<file path="config.mk">
export PLATFORM = sky130hd
export DESIGN_NAME = rd_mem_req_splitter
export DESIGN_NICKNAME = d
export VERILOG_FILES = /design/src/rtl/noc_struct_pkg.sv /design/src/rtl/rd_mem_req_splitter.sv
export SDC_FILE = /design/constraint.sdc
export NUM_CORES = 1
export LEC_CHECK = 0
export ABC_AREA = 1
export BUFFER_PORTS_ARGS = -buffer_cell sky130_fd_sc_hd__buf_4
export CAP_MARGIN = 20
export CORE_AREA = 8 8 442 444
export DETAILED_ROUTE_END_ITERATION = 12
export DIE_AREA = 0 0 450 452
export PLACE_DENSITY = 0.3
export SETUP_SLACK_MARGIN = 0.4
export SKIP_CTS_REPAIR_TIMING = 1
export SLEW_MARGIN = 40
export SYNTH_ARGS = -nofsm -noshare
export SYNTH_HDL_FRONTEND = slang
export SYNTH_SLANG_ARGS = --single-unit
</file>
<file path="constraint.sdc">
create_clock -name clk -period 5.06 [get_ports clk]
set_input_delay 0.506 -clock clk [delete_from_list [all_inputs] [get_ports clk]]
set_output_delay 0.506 -clock clk [all_outputs]
set_load 0.01 [all_outputs]
</file>
<file path="src/rtl/noc_struct_pkg.sv">
// Shared NoC read-path types: memory request entry, splitter FSM states and
// default chunking granule.
package noc_struct_pkg;

  localparam int NOC_DATA_W = 512;

  localparam int NOC_PADBYTES_W = 6;

  localparam int NOC_DATA_BYTES = NOC_DATA_W / 8;

  localparam int MEM_ADDR_W = 32;
  localparam int MEM_SIZE_W = 16;

  typedef struct packed {
    logic [MEM_ADDR_W-1:0] mem_req_addr;
    logic [MEM_SIZE_W-1:0] mem_req_size;
  } mem_req_struct;

  typedef enum logic [1:0] {
    SPLIT_IDLE  = 2'd0,
    SPLIT_ISSUE = 2'd1,
    SPLIT_DRAIN = 2'd2
  } split_state_e;

  localparam int CHUNK_BYTES_DEFAULT = 256;

endpackage

</file>
<file path="src/rtl/rd_mem_req_splitter.sv">
// Breaks one arbitrary-length client read into CHUNK_BYTES-aligned sub-requests
// and stitches the returned flits into a single stream with one final last/padbytes.
module rd_mem_req_splitter
  import noc_struct_pkg::*;
#(
  parameter int CHUNK_BYTES  = CHUNK_BYTES_DEFAULT,
  parameter int TOTAL_SIZE_W = 32
) (
  input  logic                      clk,
  input  logic                      rst,
  input  logic                      src_rd_req_val,
  input  logic [MEM_ADDR_W-1:0]     src_rd_req_addr,
  input  logic [TOTAL_SIZE_W-1:0]   src_rd_req_size,
  output logic                      rd_req_src_rdy,
  output logic                      rd_resp_src_val,
  output logic [NOC_DATA_W-1:0]     rd_resp_src_data,
  output logic                      rd_resp_src_last,
  output logic [NOC_PADBYTES_W-1:0] rd_resp_src_padbytes,
  input  logic                      src_rd_resp_rdy,
  output logic                      split_rd_mem_req_val,
  output mem_req_struct             split_rd_mem_req_entry,
  input  logic                      rd_mem_split_req_rdy,
  input  logic                      rd_mem_split_resp_val,
  input  logic [NOC_DATA_W-1:0]     rd_mem_split_resp_data,
  input  logic                      rd_mem_split_resp_last,
  input  logic [NOC_PADBYTES_W-1:0] rd_mem_split_resp_padbytes,
  output logic                      split_rd_mem_resp_rdy
);

  localparam int ADDR_W  = MEM_ADDR_W;
  localparam int OFF_W   = $clog2(CHUNK_BYTES);
  localparam int ALIGN_W = $clog2(NOC_DATA_BYTES);

  split_state_e              state;
  logic [ADDR_W-1:0]         cur_addr;
  logic [TOTAL_SIZE_W-1:0]   remaining;
  logic [TOTAL_SIZE_W-1:0]   chunk;
  logic                      flit_hs;
  logic                      final_chunk;

  // Bytes left before the next chunk boundary, capped by what the client still wants.
  function automatic logic [TOTAL_SIZE_W-1:0] chunk_size(
    input logic [TOTAL_SIZE_W-1:0] rem,
    input logic [OFF_W-1:0]        off
  );
    logic [TOTAL_SIZE_W-1:0] room;
    room = TOTAL_SIZE_W'(CHUNK_BYTES) - TOTAL_SIZE_W'(off);
    return (rem < room) ? rem : room;
  endfunction

  always_comb begin
    chunk       = chunk_size(remaining, cur_addr[OFF_W-1:0]);
    flit_hs     = (state == SPLIT_DRAIN) && rd_mem_split_resp_val && src_rd_resp_rdy;
    final_chunk = (remaining == '0);
  end

  assign rd_req_src_rdy         = !rst && (state == SPLIT_IDLE);
  assign split_rd_mem_req_val   = !rst && (state == SPLIT_ISSUE);
  assign split_rd_mem_req_entry = '{mem_req_addr: cur_addr, mem_req_size: MEM_SIZE_W'(chunk)};

  // Response side is a straight pass-through; only the end-of-transfer markers are gated.
  assign rd_resp_src_val       = !rst && (state == SPLIT_DRAIN) && rd_mem_split_resp_val;
  assign rd_resp_src_data      = rd_mem_split_resp_data;
  assign split_rd_mem_resp_rdy = !rst && (state == SPLIT_DRAIN) && src_rd_resp_rdy;
  assign rd_resp_src_last      = rd_resp_src_val && rd_mem_split_resp_last && final_chunk;
  assign rd_resp_src_padbytes  = rd_resp_src_last ? rd_mem_split_resp_padbytes : '0;

  always_ff @(posedge clk) begin
    if (rst) begin
      state     <= SPLIT_IDLE;
      cur_addr  <= '0;
      remaining <= '0;
    end else begin
      case (state)
        SPLIT_IDLE: begin
          if (src_rd_req_val) begin
            cur_addr  <= src_rd_req_addr;
            remaining <= src_rd_req_size;
            state     <= SPLIT_ISSUE;
          end
        end
        SPLIT_ISSUE: begin
          if (rd_mem_split_req_rdy) begin
            cur_addr  <= cur_addr + ADDR_W'(chunk);
            remaining <= remaining - chunk;
            state     <= SPLIT_DRAIN;
          end
        end
        SPLIT_DRAIN: begin
          if (flit_hs && rd_mem_split_resp_last) begin
            state <= final_chunk ? SPLIT_IDLE : SPLIT_ISSUE;
          end
        end
        default: state <= SPLIT_IDLE;
      endcase
    end
  end

  // Misaligned or empty client requests are not handled by the datapath.
  a_size_nonzero: assert property (@(posedge clk) disable iff (rst)
    (state == SPLIT_IDLE && src_rd_req_val) |-> (src_rd_req_size != '0));
  a_addr_aligned: assert property (@(posedge clk) disable iff (rst)
    (state == SPLIT_IDLE && src_rd_req_val) |-> (src_rd_req_addr[ALIGN_W-1:0] == '0));

endmodule

</file>
## Word-level counts from Yosys, hierarchy flattened

Cells that the tools add are included.

- Div/mod/pow operators: 0
- Reductions and logical operators: 16
- Order comparisons: 1
- Add/subtract/negate cells: 3
- Shift operators: 0
- Bitwise logic cells: 0
- Multiply operators: 0
- Equal/unequal tests: 5
- Mux-type cells: 13

Operators with widths:

| operator | number |
|---|---|
| 32-bit 2-to-1 mux | 5 |
| 32-bit case mux with 2 select lines | 2 |
| 32-bit adder | 1 |
| 32-bit zero test | 1 |
| 32-bit < comparator | 1 |
| 32-bit subtractor | 1 |
| 1-bit logical AND | 10 |
| 9-bit by 8-bit subtractor with 10-bit output, first input constant | 1 |
| 2-bit 2-to-1 mux | 3 |
| 6-bit 2-to-1 mux | 1 |
| 2-bit case mux with 3 select lines | 1 |
| 3-bit AND reduction | 2 |
| 2-bit != test, second input constant | 2 |
| 2-bit by 1-bit equality test with 1-bit output, second input constant | 1 |
| 2-bit equality test, second input constant | 1 |
| 2-bit zero test | 1 |
| 2-bit by 1-bit != test with 1-bit output, second input constant | 1 |
| 2-bit nonzero test | 1 |
| 1-bit zero test | 1 |
| 1-bit 2-to-1 mux | 1 |

- Memories kept: 0
- Register bits: 66
- Input bits: 589
- Bits in writable memories: 0
- Bits in latches: 0
- Word-level logic and storage cells: 41
- ROM bits: 0
- Output and inout bits: 571

## Depth between registers and ports, before layout

- Word-level depth: 6
- Depth in mapped cells: 28
- Mapped depth without buffers: 28

## Least setup slack after synthesis

OpenSTA, ideal clock, no wires.

- Path kind: reg2reg
- From: reg cur_addr[1]
- To: reg remaining[16]
- Data arrival time: 4018 ps
- Slack: 910 ps
- Path buffers: 0
- Cell stages (with the launch flop): 24
- Cells stage by stage: dfxtp_1 -> nor3_1 -> nand3b_1 -> nor3_1 -> xor2_1 -> ha_1 -> a21oi_1 -> o21ai_0 -> o21ai_2 -> nand2_2 -> nand2_1 -> o21ai_0 -> ha_1 -> fa_1 -> inv_1 -> nand2_1 -> o21ai_0 -> nand2_1 -> nand2_1 -> nand2_1 -> nand2_1 -> nor2_1 -> o21ai_0 -> a21oi_1

RTL lines:

| item | line | RTL |
|---|---|---|
| start: declaration | rd_mem_req_splitter.sv:35 | `logic [ADDR_W-1:0] cur_addr;` |
| start signal: assignment | rd_mem_req_splitter.sv:77 | `cur_addr <= src_rd_req_addr;` |
| start signal: assignment | rd_mem_req_splitter.sv:84 | `cur_addr <= cur_addr + ADDR_W'(chunk);` |
| end signal: assignment | rd_mem_req_splitter.sv:78 | `remaining <= src_rd_req_size;` |
| end signal: assignment | rd_mem_req_splitter.sv:85 | `remaining <= remaining - chunk;` |
| end: declaration | rd_mem_req_splitter.sv:36 | `logic [TOTAL_SIZE_W-1:0] remaining;` |

## Worst setup path after layout

- From: reg cur_addr[0]
- To: reg remaining[13]

- Longest elaborated chain between the ends: 6

RTL lines:

| item | line | RTL |
|---|---|---|
| 9-bit by 8-bit subtractor with 10-bit output (*) | rd_mem_req_splitter.sv:47 | `room = TOTAL_SIZE_W'(CHUNK_BYTES) - TOTAL_SIZE_W'(off);` |
| 32-bit < comparator | rd_mem_req_splitter.sv:48 | `return (rem < room) ? rem : room;` |
| 32-bit 2-to-1 mux (*) | rd_mem_req_splitter.sv:48 |  |
| 32-bit subtractor (*) | rd_mem_req_splitter.sv:85 |  |
| 32-bit 2-to-1 mux (*) | rd_mem_req_splitter.sv:83 | `if (rd_mem_split_req_rdy) begin` |
| 32-bit case mux with 2 select lines (*) | rd_mem_req_splitter.sv:74 | `case (state)` |

Mark *: on every way between the ends. The rest lies on a longest branch, timed or not. The select of a mux whose other input is x is not followed.
A chain may end at the register's enable or synchronous reset.

==> impl_results.md <==
- Net switching power of the design: 2670 uW
- Internal: 2030 uW
- R2R Path Start: cur_addr[0]
- Count of maximum capacitance violations: 0
- Total of endpoints with negative setup slack in the final report: 0
- Worst reg2reg setup slack: 0.79 ns
- Fraction of synthesized area in multiplexers: 0
- Gr usage total: 0.0735
- Total Neg Setup Slack: 0 ns
- Vias after detailed routing: 9,382
- Synthesized instance count: 1,822
- #FFs+latches synth: 66
- Setup repair after global routing missed its margin: no
- Final nets: 2,087
- CTS Root Cell: clkbuf_16
- Number of distinct library cells after synthesis: 40
- Most common cell after layout, fill and taps aside: nand2_1
- Share of synthesized cell area in full adder, half adder and majority cells: 0.0590
- HPWL after detailed placement: 70,300 um
- Routed wire per std cell: 20.0 um
- Clock buffer count from CTS: 9
- Sequential fraction of the synthesis area: 0.119
- Capturing element of the worst setup path: remaining[13]
- Combinational family with the most area after synthesis: buffers and inverters
- First-pass GRT wire length: 98,900 um
- Worst r2r dst: remaining[13]
- Number of cell instances on the worst register-to-register path: 21
- Sort of element at the start of the critical path: flop
- Avg Synthesized Cell Area: 6.07 um2
- Switching power share of the total: 0.568
- Clock network latency to the later pin of the worst-skew pair: 0.38 ns
- Die span in y: 452 um
- Growth of design area from synthesis to finish: 5.10%
- Worst slew margin: 0.513
- Total congestion overflow: 0
- Core Footprint: 189,000 um2
- Part of the power in the clock network: 0.147
- Antenna violations before repair: 9
- Clock tree from TritonCTS: built
- Total die area: 203,000 um2
- Final Routed Wirelength: 79,100 um
- Highest clock rate: 0.234 GHz
- Vias in the first global route: 9,419
- Share of layout cells above drive strength 1: 0.122
- Clock period minus worst slack: 4.27 ns
- Largest net degree at the start of global routing: 59
- Worst-Margin Slew: 0.731 ns
- Detailed Routing Iterations Pass 1: 4
- Post-synth top flop: dfxtp_1
- Largest fanout on the critical path: 8
- Cell Area, Synth: 11,100 um2
- Post-CTS clock slew at the launch and capture registers of the worst setup and hold paths: 0.06 ns
- Cell Area, Placed: 11,300 um2
- Post-route ant nets: 0
- Maximum VDD drop: 133 uV
- Library cell with the largest summed area after synthesis: buf_4
- CTS max path bufs: 2
- Post-Synth XOR/XNOR Area: 0.0174
- Path category of the worst min-delay check: in2reg
- Power share of the combinational group: 0.682
- Fraction of synthesis flops using an asynchronous set or reset pin: 0
- Sequential share of power: 0.172
- Number of pins with negative max-slew slack in the final report: 0
- Req. time, crit path: 5.28 ns
- Area fraction in and, or, nand and nor cells after synthesis: 0.288
- Total of warnings raised by yosys: 0
- Share of Yosys cell area claimed by the top area cell type: 0.355
- Setup skew after layout: 0.0227 ns
- Sinks on the clock net: 66
- Number of enable flip-flop cells after synthesis: 0
- Arrival time reported for the critical path endpoint: 4.49 ns
- Leakage: 0.00475 uW
- Final RePlAce weighted congestion: 0.786
- # H-tree levels: 3
- DRC Markers: 0
- Number of DRC violations after detailed-routing iteration 0: 432
- Run status: complete, no violations
- Number of standard-cell rows in the floorplan: 160
- Count of port buffers added during placement: 128
- Worst setup startpoint: cur_addr[0]
- Ratio of final minimum period to clock period: 0.843
- I/O pin cnt: 1,160
- Die X: 450 um
- Post-layout instance area: 11,600 um2
- Cell area power density: 405 nW/um2
- Category of the most critical setup path: reg2reg
- Final hold vios: 0
- Category of the worst setup path capture point: flop
- Highest-count cells in the layout ignoring fill and taps: nand2_1 (405), inv_1 (191), nor2_1 (178), buf_4 (138), nand3_1 (110)
- Ranking of synthesized cells by area: buf_4 (35%), nand2_1 (14%), dfxtp_1 (12%)
- Initial Util: 0.0587
- Hold Slack: 0.425 ns
- Complex-gate fraction of the synthesized area: 0.0826
- Via-to-Cell Ratio: 2.37
==> worst min-delay path by stage <==
stage                     cells after the start             to               start
after global routing                          3   remaining[6]  src_rd_req_size[6]
after floorplan                               2  remaining[26]       remaining[26]
after global placement                        2  remaining[23]       remaining[23]
final                                         3   remaining[6]  src_rd_req_size[6]
after CTS                                     3   remaining[6]  src_rd_req_size[6]
after detailed placement                      2  remaining[24]       remaining[24]
==> cell usage after synthesis, drive strengths merged (4+ instances only) <==
master / count
ha: 49
o21bai: 4
nor2: 184
nand2: 408
o211ai: 4
a21oi: 95
o21ai: 45
a31oi: 5
nor3: 20
and2: 7
dfxtp: 66
nand4: 27
a211oi: 4
nand3b: 4
o22ai: 11
xor2: 20
nand3: 110
buf: 532
clkbuf: 20
inv: 195
==> flip-flops by register name (all words and copies together), names as in the netlist <==
name	count
cur_addr	32
remaining	32
state	2
==> per-stage QoR <==
step	cells	setup WS (ns)	power [uW]	util
2_1_floorplan	1850	0.910	3170	-
3_3_place_gp	3947	0.532	4130	0.0599
3_5_place_dp	3947	0.574	4120	0.0599
4_1_cts	3963	0.537	4850	0.0615
5_1_grt	3964	0.435	5240	0.0616
6_report	3965	0.794	4710	0.0616
==> worst max-delay path: stages (launching register included) <==
cell and delay, ns:
dfxtp_2 0.35, nor3_2 0.23, nand3b_1 0.14, nor3_1 0.19, xor2_1 0.24, ha_1 0.28
a21oi_1 0.14, o21ai_0 0.12, o21ai_2 0.19, buf_4 0.17, nand3_1 0.07, nand2_1 0.17
inv_1 0.06, ha_1 0.36, a21oi_2 0.35, nand2_1 0.11, nor2_1 0.42, nand2_1 0.14
nand2_1 0.08, nand2_1 0.04, o21ai_0 0.17, a21oi_1 0.08
==> final cells by class <==
| cell class | instances | area (um2) |
|---|---|---|
| Inverter | 195 | 734 |
| Multi-Input combinational cell | 1037 | 5080 |
| Antenna cell | 2 | 5.00 |
| Sequential cell | 66 | 1330 |
| Clock inverter | 7 | 77.6 |
| Fill cell | 22541 | 177000 |
| Timing Repair Buffer | 138 | 1040 |
| Tap cell | 2511 | 3140 |
| Clock buffer | 9 | 225 |
==> per-layer routing <==
| layer | GRT usage | up-vias | routed length [um] |
|---|---|---|---|
| li1 | - | 4422 | - |
| met1 | 0.0660 | 4067 | 25000 |
| met2 | 0.125 | 709 | 38400 |
| met3 | 0.0512 | 178 | 12000 |
| met4 | 0.0343 | 6 | 3490 |
| met5 | 0.00970 | - | 252 |
==> kinds of logic after synthesis <==
logic type	count (synthesis)
xor gates and xnor gates	22
AOI/OAI and AO/OA	170
adders and majority gates	51
DFF	66
and+or+nand+nor	765
buffers and inverters	747
other	1
==> power by group through the flow <==
stage / sequential, uW / combinational (uW) / clock (uW)
floorplan: 775 / 2400 / 0
global route: 837 / 3660 / 742
CTS: 818 / 3310 / 731
finish: 808 / 3210 / 691
detailed placement: 829 / 3290 / 0
global placement: 827 / 3300 / 0
(Power assumes the default switching activity.)
